===== config.mk =====
export PLATFORM = sky130hd
export DESIGN_NAME = stream_to_mem_mux
export DESIGN_NICKNAME = d
export VERILOG_FILES = /design/src/rtl/stream_to_mem_mux.sv
export SDC_FILE = /design/constraint.sdc
export NUM_CORES = 1
export LEC_CHECK = 0
export CAP_MARGIN = 5
export CORE_MARGIN = 5
export CORE_UTILIZATION = 51
export CTS_CLUSTER_DIAMETER = 50
export DETAILED_ROUTE_END_ITERATION = 10
export PLACE_DENSITY = 0.82
export SLEW_MARGIN = 5
export SYNTH_ARGS = -nofsm -noshare
export SYNTH_HDL_FRONTEND = slang
export SYNTH_SLANG_ARGS = --single-unit

===== constraint.sdc =====
create_clock -name clk_i -period 3.1 [get_ports clk_i]
set_input_delay 0.465 -clock clk_i [delete_from_list [all_inputs] [get_ports clk_i]]
set_output_delay 0.465 -clock clk_i [all_outputs]
set_load 0.02 [all_outputs]

===== src/rtl/stream_to_mem_mux.sv =====
// Round-robin mux of NumPorts request streams onto one in-order memory port with
// per-port fall-through response buffers. Define STREAM_TO_MEM_MUX_ERR_EN to enable err_o.
module stream_to_mem_mux #(
    parameter type         mem_req_t      = logic,
    parameter type         mem_resp_t     = logic,
    parameter int unsigned NumPorts       = 2,
    parameter int unsigned BufDepth       = 1,
    parameter int unsigned MaxOutstanding = NumPorts * BufDepth
) (
    input  logic                     clk_i,
    input  logic                     rst_ni,
    input  mem_req_t  [NumPorts-1:0] req_i,
    input  logic      [NumPorts-1:0] req_valid_i,
    output logic      [NumPorts-1:0] req_ready_o,
    output mem_resp_t [NumPorts-1:0] resp_o,
    output logic      [NumPorts-1:0] resp_valid_o,
    input  logic      [NumPorts-1:0] resp_ready_i,
    output mem_req_t                 mem_req_o,
    output logic                     mem_req_valid_o,
    input  logic                     mem_req_ready_i,
    input  mem_resp_t                mem_resp_i,
    input  logic                     mem_resp_valid_i,
    output logic                     err_o
);
    localparam int unsigned IdW     = (NumPorts > 1) ? $clog2(NumPorts) : 1;
    localparam int unsigned CntW    = $clog2(BufDepth + 1);
    localparam int unsigned BufPtrW = (BufDepth > 1) ? $clog2(BufDepth) : 1;
    localparam int unsigned IdPtrW  = (MaxOutstanding > 1) ? $clog2(MaxOutstanding) : 1;
    localparam int unsigned IdCntW  = $clog2(MaxOutstanding + 1);
    localparam logic [CntW-1:0]   CntMax = CntW'(BufDepth);
    localparam logic [IdCntW-1:0] IdMax  = IdCntW'(MaxOutstanding);

    typedef logic [IdW-1:0] id_t;

    function automatic logic [BufPtrW-1:0] buf_next(input logic [BufPtrW-1:0] ptr);
        return (ptr == BufPtrW'(BufDepth - 1)) ? '0 : ptr + 1'b1;
    endfunction

    function automatic logic [IdPtrW-1:0] id_next(input logic [IdPtrW-1:0] ptr);
        return (ptr == IdPtrW'(MaxOutstanding - 1)) ? '0 : ptr + 1'b1;
    endfunction

    logic [CntW-1:0]     cnt [NumPorts];
    id_t                 rr, grant, lock_id;
    logic                locked;
    logic [NumPorts-1:0] eligible, port_hs, resp_pop, port_push, store, bpop;
    logic                mem_hs;

    id_t                 id_mem [MaxOutstanding];
    logic [IdPtrW-1:0]   id_head, id_tail;
    logic [IdCntW-1:0]   id_cnt;
    logic                id_full, id_empty, id_pop;

    mem_resp_t           rbuf_mem  [NumPorts][BufDepth];
    logic [BufPtrW-1:0]  rbuf_head [NumPorts];
    logic [BufPtrW-1:0]  rbuf_tail [NumPorts];
    logic [CntW-1:0]     rbuf_cnt  [NumPorts];

    assign id_full  = (id_cnt == IdMax);
    assign id_empty = (id_cnt == '0);
    assign id_pop   = mem_resp_valid_i && !id_empty;
    assign mem_hs   = mem_req_valid_o && mem_req_ready_i;

    // Response side: an empty buffer passes the memory response straight through.
    always_comb begin
        for (int unsigned p = 0; p < NumPorts; p++) begin
            port_push[p]    = id_pop && (id_mem[id_head] == id_t'(p));
            resp_valid_o[p] = (rbuf_cnt[p] != '0) || port_push[p];
            resp_o[p]       = (rbuf_cnt[p] != '0) ? rbuf_mem[p][rbuf_head[p]] : mem_resp_i;
            resp_pop[p]     = resp_valid_o[p] && resp_ready_i[p];
            bpop[p]         = resp_pop[p] && (rbuf_cnt[p] != '0);
            store[p]        = port_push[p]
                              && !((rbuf_cnt[p] == '0) && resp_ready_i[p])
                              && !((rbuf_cnt[p] == CntMax) && !bpop[p]);
        end
    end

    always_comb begin
        logic found;
        id_t  idx;
        found = 1'b0;
        idx   = '0;
        grant = '0;
        for (int unsigned p = 0; p < NumPorts; p++) begin
            eligible[p] = req_valid_i[p] && ((cnt[p] < CntMax) || resp_pop[p])
                          && (!id_full || id_pop);
        end
        // A stalled request keeps its port until the memory accepts it.
        if (locked && eligible[lock_id]) begin
            grant = lock_id;
            found = 1'b1;
        end
        for (int unsigned i = 0; i < NumPorts; i++) begin
            idx = id_t'((32'(rr) + i) % NumPorts);
            if (!found && eligible[idx]) begin
                grant = idx;
                found = 1'b1;
            end
        end
        mem_req_valid_o    = |eligible;
        mem_req_o          = req_i[grant];
        req_ready_o        = '0;
        req_ready_o[grant] = mem_req_ready_i && mem_req_valid_o;
        for (int unsigned p = 0; p < NumPorts; p++) begin
            port_hs[p] = mem_hs && (grant == id_t'(p));
        end
    end

    always_ff @(posedge clk_i or negedge rst_ni) begin
        if (!rst_ni) begin
            rr      <= '0;
            locked  <= 1'b0;
            lock_id <= '0;
            id_head <= '0;
            id_tail <= '0;
            id_cnt  <= '0;
            for (int unsigned p = 0; p < NumPorts; p++) begin
                cnt[p]       <= '0;
                rbuf_head[p] <= '0;
                rbuf_tail[p] <= '0;
                rbuf_cnt[p]  <= '0;
            end
        end else begin
            if (mem_hs) begin
                rr <= (grant == id_t'(NumPorts - 1)) ? '0 : grant + 1'b1;
            end
            locked  <= mem_req_valid_o && !mem_req_ready_i;
            lock_id <= grant;
            if (mem_hs) id_tail <= id_next(id_tail);
            if (id_pop) id_head <= id_next(id_head);
            if (mem_hs && !id_pop)      id_cnt <= id_cnt + 1'b1;
            else if (!mem_hs && id_pop) id_cnt <= id_cnt - 1'b1;
            for (int unsigned p = 0; p < NumPorts; p++) begin
                if (port_hs[p] && !resp_pop[p])      cnt[p] <= cnt[p] + 1'b1;
                else if (!port_hs[p] && resp_pop[p]) cnt[p] <= cnt[p] - 1'b1;
                if (store[p]) rbuf_tail[p] <= buf_next(rbuf_tail[p]);
                if (bpop[p])  rbuf_head[p] <= buf_next(rbuf_head[p]);
                if (store[p] && !bpop[p])      rbuf_cnt[p] <= rbuf_cnt[p] + 1'b1;
                else if (!store[p] && bpop[p]) rbuf_cnt[p] <= rbuf_cnt[p] - 1'b1;
            end
        end
    end

    always_ff @(posedge clk_i) begin
        if (mem_hs) id_mem[id_tail] <= grant;
        for (int unsigned p = 0; p < NumPorts; p++) begin
            if (store[p]) rbuf_mem[p][rbuf_tail[p]] <= mem_resp_i;
        end
    end

`ifdef STREAM_TO_MEM_MUX_ERR_EN
    logic [NumPorts-1:0] overflow;
    logic                err;

    always_comb begin
        overflow = '0;
        for (int unsigned p = 0; p < NumPorts; p++) begin
            overflow[p] = port_push[p] && (rbuf_cnt[p] == CntMax) && !bpop[p];
        end
    end

    always_ff @(posedge clk_i or negedge rst_ni) begin
        if (!rst_ni) begin
            err <= 1'b0;
        end else if ((mem_resp_valid_i && id_empty) || (|overflow)) begin
            err <= 1'b1;
        end
    end

    assign err_o = err;
`else
    assign err_o = 1'b0;
`endif

endmodule


# Word level (Yosys, flattened, before mapping)
# Memory sizes are Yosys's and may differ from the RTL's.
# Cells that the tools add are included.
# totals
word_cells,171
ramBits,4
register_bits,15
memories,2
in_bits,11
# mem_list
memory,words,width,read_ports,rd_ports_with_merged_regs,write_ports,line_no,rtl
id_mem,2,1,1,0,1,49,id_t id_mem [MaxOutstanding];
rbuf_mem,2,1,2,0,1,54,mem_resp_t rbuf_mem [NumPorts][BufDepth];
# op_classes
n_lt_le_gt_ge,13
n_eq_ne,1
add_sub_neg,18
bitwise_logic,5
reduce_logical,71
n_mux,47
# ops
operator,n
1-bit two-way mux,44
1-bit logical AND,39
1-bit logical NOT,19
"1-bit adder, second input constant",12
2-bit nonzero test,5
"1-bit by 2-bit < comparator with 1-bit output, second input constant",4
"1-bit < comparator, second input constant",6
1-bit logical OR,5
2-bit two-way mux,2
1-bit inverter,4
"1-bit subtractor, second input constant",4
"1-bit >= comparator, second input constant",3
"2-bit by 1-bit adder with 2-bit output, second input constant",1
2-bit AND,1
"2-bit == test, second input constant",1
2-bit logical NOT,1
2-bit OR reduction,1
"2-bit by 1-bit subtractor with 2-bit output, second input constant",1
1-bit demux with 1-bit select,1
1-bit OR reduction,1

# Logic depth before layout (Yosys ltp)
# depth
ltp_word,25
ltp_mapped,10

# Worst setup path before layout
# No wires, ideal clock.
# synth_timing
path_type,reg-to-reg
startpoint,reg id_head
endpoint,reg id_cnt[1]
required_ns,3.021
setup_ns,0.079
path_slack_ns,1.044
path_stages_with_launch,9
t_arrival_ns,1.977
n_path_buf,0
path_cell_list,dfrtp_1 > mux2_4 > a221o_1 > nand4_2 > a21boi_2 > inv_1 > ha_1 > nor2_1 > xor2_1
# synth_between
elab_chain_cells,13
word_cells_on_any_way,21
classes_between,mux: 1; bitwise: 1; reduce/logical: 18; memory: 1
# synth_rtl
element,line_no,rtl
from (decl),50,"logic [IdPtrW-1:0] id_head, id_tail;"
from (signal assigned),130,if (id_pop) id_head <= id_next(id_head);
memory 2 x 1 bit (*),n/a,
1-bit inverter,67,port_push[p] = id_pop && (id_mem[id_head] == id_t'(p));
1-bit logical AND,67,
1-bit logical OR,68,resp_valid_o[p] = (rbuf_cnt[p] != '0) || port_push[p];
1-bit logical AND,70,resp_pop[p] = resp_valid_o[p] && resp_ready_i[p];
1-bit logical OR,85,eligible[p] = req_valid_i[p] && ((cnt[p] < CntMax) || resp_pop[p])
1-bit logical AND,85,
1-bit logical AND,86,&& (!id_full || id_pop);
2-bit OR reduction (*),100,mem_req_valid_o = |eligible;
1-bit logical AND (*),62,assign mem_hs = mem_req_valid_o && mem_req_ready_i;
named net mem_hs,47,logic mem_hs;
1-bit logical NOT,132,else if (!mem_hs && id_pop) id_cnt <= id_cnt - 1'b1;
1-bit logical AND,132,
2-bit nonzero test (no source line),n/a,
to (signal assigned),131,if (mem_hs && !id_pop) id_cnt <= id_cnt + 1'b1;
to (signal assigned),132,
to (decl),51,logic [IdCntW-1:0] id_cnt;
# Mark *: on every way through the listed nets, which the timed path passes. The rest lies on a longest branch.
# A chain may end at the register's enable or synchronous reset.

# Worst setup path after layout
# layout_timing
startpoint,in resp_ready_i[0]
endpoint,out req_ready_o[0]
# layout_between
elab_chain_cells,19
word_cells_on_any_way,28
classes_between,order compare: 2; mux: 13; bitwise: 1; reduce/logical: 12
# layout_rtl
element,line_no,rtl
from (decl),17,"input logic [NumPorts-1:0] resp_ready_i,"
1-bit logical AND (*),70,
1-bit logical OR (*),85,
1-bit logical AND (*),85,
1-bit logical AND (*),86,
1-bit two-way mux (implied by the code) (2 in a row),89,if (locked && eligible[lock_id]) begin
1-bit logical AND,89,
1-bit two-way mux,89,
1-bit logical NOT,95,if (!found && eligible[idx]) begin
[... 2 more ...],n/a,
1-bit logical NOT,95,
1-bit logical AND,95,
1-bit two-way mux,95,
1-bit by 2-bit < comparator with 1-bit output (implied by the code) or 1-bit >= comparator (tied branches),103,req_ready_o[grant] = mem_req_ready_i && mem_req_valid_o;
1-bit logical AND,103,
1-bit two-way mux (implied by the code),103,
1-bit demux with 1-bit select,103,
2-bit AND (no source line) (*),n/a,
to (decl),14,"output logic [NumPorts-1:0] req_ready_o,"
# Mark *: on every way between the ends. The rest lies on a longest branch, timed or not. The select of a mux whose other input is x is not followed.

==> impl_metrics.py <==
metrics = {
    "global_route": {
        "antenna_found_initial": 0,
        "grt_max_degree": 12,
        "grt_pass1_wl_mm": 2.794,
        "groute.usage.overall_pct": 14.32,
        "grt_pass1_vias": 648,
        "grt_overflow_total": 0,
    },
    "sta": {
        "relSlewSlack_pct": 65.48,
        "tns_ns": 0,
        "fmax_mhz": 353.1,
        "period_share_pct": 91.35,
        "setup_violations": 0,
        "hold_viol_final": 0,
        "slew_violations": 0,
        "tightest_slew_ns": 0.5162,
        "skew_ns": 0.008634,
        "finalCriticalPeriod_ns": 2.832,
        "rsz0062_at_grt": "no",
    },
    "setup_path": {
        "startpoint_type": "input pin",
        "critPathMaxStageDelay_ns": 0.60,
        "required_ns": 2.63,
        "worstPathArrival_ns": 2.37,
        "slowest_stage": "clkdlybuf4s50_1",
        "endpoint_kind": "primary output",
        "cp_top_family": "buffers and inverters",
        "crit_buf_inv": 2,
        "path_cells": "clkdlybuf4s50_1, o211ai_1, o211ai_1, and3_2, o211a_4, clkdlybuf4s50_1",
        "critPathKind": "input pin to primary output",
        "path_max_fanout": 5,
    },
    "clocking": {
        "cts_root_buf": "clkbuf_4",
        "htree_num_levels": 1,
        "clock_sinks": 15,
        "clock_latency_ns": 0.28,
        "path_clk_slew_ns": 0.08,
        "cts_buffers": 3,
        "clk_path_buf_depth": 2,
        "holdBufCountCts": 0,
        "cts_setup_buffers": 0,
        "cts_tree": "built",
    },
    "die": {
        "rows": 14,
        "die_y_um": 50.18,
        "boundaryPins": 20,
        "fp.dieW_um": 50.18,
        "die_area_mm2": 0.002518,
        "initial_core_util_pct": 54.02,
        "core_mm2": 0.001524,
    },
    "route": {
        "initialDrtViolationCount": 1,
        "via_per_inst": 5.436,
        "vias": 598,
        "drcViolationCount": 0,
        "first_pass_iters": 2,
        "detail_route.wl_per_cell_um": 13.61,
        "drtAntennaViolNets": 0,
        "routed_wl_mm": 1.497,
    },
    "synthesis": {
        "avgSynthCellArea_um2": 11.28,
        "ys_async_sr_fraction_pct": 73.33,
        "synth-xor-area-share_pct": 9.574,
        "synth-simple-area-share_pct": 14.74,
        "synth_compound_area_share_pct": 14.44,
        "yosys.area.top_type": "dfrtp_1",
        "synth_fa_ha_area_share_pct": 1.520,
        "netlist.area_leader.share_pct": 33.43,
        "yosysWarnings": 0,
        "synth-edff-count": 4,
        "synth_area_um2": 823.3,
        "ys_ff_latch": 15,
        "synth_top_family_by_area": "simple AND/OR/NAND/NOR gates",
        "synthFlopType": "dfrtp_1",
        "synth_seq_area_share_pct": 48.02,
        "syn_inst": 73,
        "synth_mux_area_share_pct": 7.599,
        "yosys-top-cells-area": "dfrtp_1 (33%), edfxtp_1 (15%), xnor2_1 (5.3%)",
        "syn-num-nets": 85,
        "ys_types": 34,
    },
    "run_status": {
        "status": "complete, no violations",
    },
    "pwr": {
        "cellLeakagePower_nw": 0.4566,
        "power_w": 0.0009300,
        "peakVddDrop_v": 0.0005460,
        "power.density_mw_per_mm2": 892.3,
    },
    "final_layout": {
        "syn2layout_area_growth_pct": 26.60,
        "antennaDiodeCount": 0,
        "final_common_cell": "clkdlybuf4s50_1",
        "final_cell_mix": "clkdlybuf4s50_1 (17), dfrtp_1 (11), nand2_1 (6), nor2_1 (5), xnor2_1 (5)",
        "finalNetCount": 107,
        "final_util_pct": 68.39,
        "drive_gt1_share_pct": 18.09,
    },
    "placement": {
        "hpwl_mm": 1.206,
        "gp_congestion": 0.8211,
        "port-buffer-count": 18,
    },
    "run": {
        "maxCapViolations": 0,
    },
    "min_path": {
        "hold_path_class": "flop to flop",
    },
}
## worst reg2reg max path: stages, from the launching register on
cell and delay [ns]:
dfrtp_1 0.41, mux2_4 0.33, a221o_1 0.36, nand4_2 0.13, a21boi_2 0.24, inv_1 0.07
ha_1 0.33, nor2_1 0.14, xor2_1 0.15
## sequential cells by signal, indices dropped and copies added (netlist names), 2 cells and up
| register | flops |
|---|---|
| id_cnt | 2 |
| id_mem | 2 |
| cnt | 2 |
| rbuf_mem | 2 |
| rbuf_cnt | 2 |
## cells in the mapped netlist, drive strengths merged, types with 2 or more instances
library cell / count
xnor2: 5
buf: 2
o21ai: 4
nand2b: 2
a21boi: 2
xor2: 4
nor2: 5
a21oi: 3
and3: 2
o211a: 2
mux2: 4
dfrtp: 11
nor2b: 2
o211ai: 2
edfxtp: 4
nand2: 6
inv: 3
## what timing repair did
| action | CTS | global route |
|---|---|---|
| resized for setup | 0 | 1 |
| hold endpoints to repair | 0 | 0 |
| endpoints found under the setup margin | 0 | 1 |
## final timing paths
check | startpoint | to | slack, ns | depth (start not counted)
worst max-delay path | resp_ready_i[0] | req_ready_o[0] | 0.27 | 6
worst min-delay path | rr | rr | 0.48 | 1
worst max register to register | id_head | id_cnt[1] | 0.86 | 8
worst min register to register | rr | rr | 0.48 | 1
max in group asynchronous | rst_ni | locked | 2.24 | 1
min in group asynchronous | rst_ni | cnt[1] | 0.51 | 1
## metrics by stage
| step | hold slack [ns] | instance area (µm²) | setup WS (ns) | cells |
|---|---|---|---|---|
| after CTS | 0.4888 | 1040 | 0.08743 | 110 |
| after global placement | 0.4649 | 1012 | 0.1164 | 106 |
| after floorplan | 0.1694 | 823.3 | 1.044 | 73 |
| final | 0.4845 | 1042 | 0.2682 | 110 |
| after global routing | 0.5113 | 1042 | 0.1547 | 110 |
| after detailed placement | 0.4690 | 1012 | 0.1002 | 106 |
## area by class of cell
| cell class | count | area, µm² |
|---|---|---|
| clock buffers | 3 | 22.52 |
| clock inverters | 1 | 5.005 |
| fillers | 132 | 481.7 |
| inverters | 3 | 11.26 |
| multi-input cells | 53 | 397.9 |
| flip-flops and latches | 15 | 395.4 |
| well taps | 16 | 20.02 |
| repair buffers | 19 | 190.2 |
## layer usage
metal | global-route usage [%] | wire length (µm)
met2 | 24.69 | 742
met5 | 0 | 0
met1 | 16.67 | 672
met4 | 6.550 | 22
met3 | 3.254 | 60
## kinds of logic (layout without fill, tap and decap cells)
family / count (synthesis) / count (layout)
muxes: 5 / 5
DFF: 15 / 15
adders and majority gates: 1 / 1
and+or+nand+nor: 22 / 22
other: 1 / 1
buffers and inverters: 5 / 26
xor gates and xnor gates: 9 / 9
AOI/OAI and AO/OA: 15 / 15
## where the power goes
group | internal (W) | switching (W)
logic | 0.000236 | 0.000228
clock network | 0.0000479 | 0.0000623
registers | 0.000288 | 0.0000684
No activity file was read; power rests on OpenSTA's default activity.
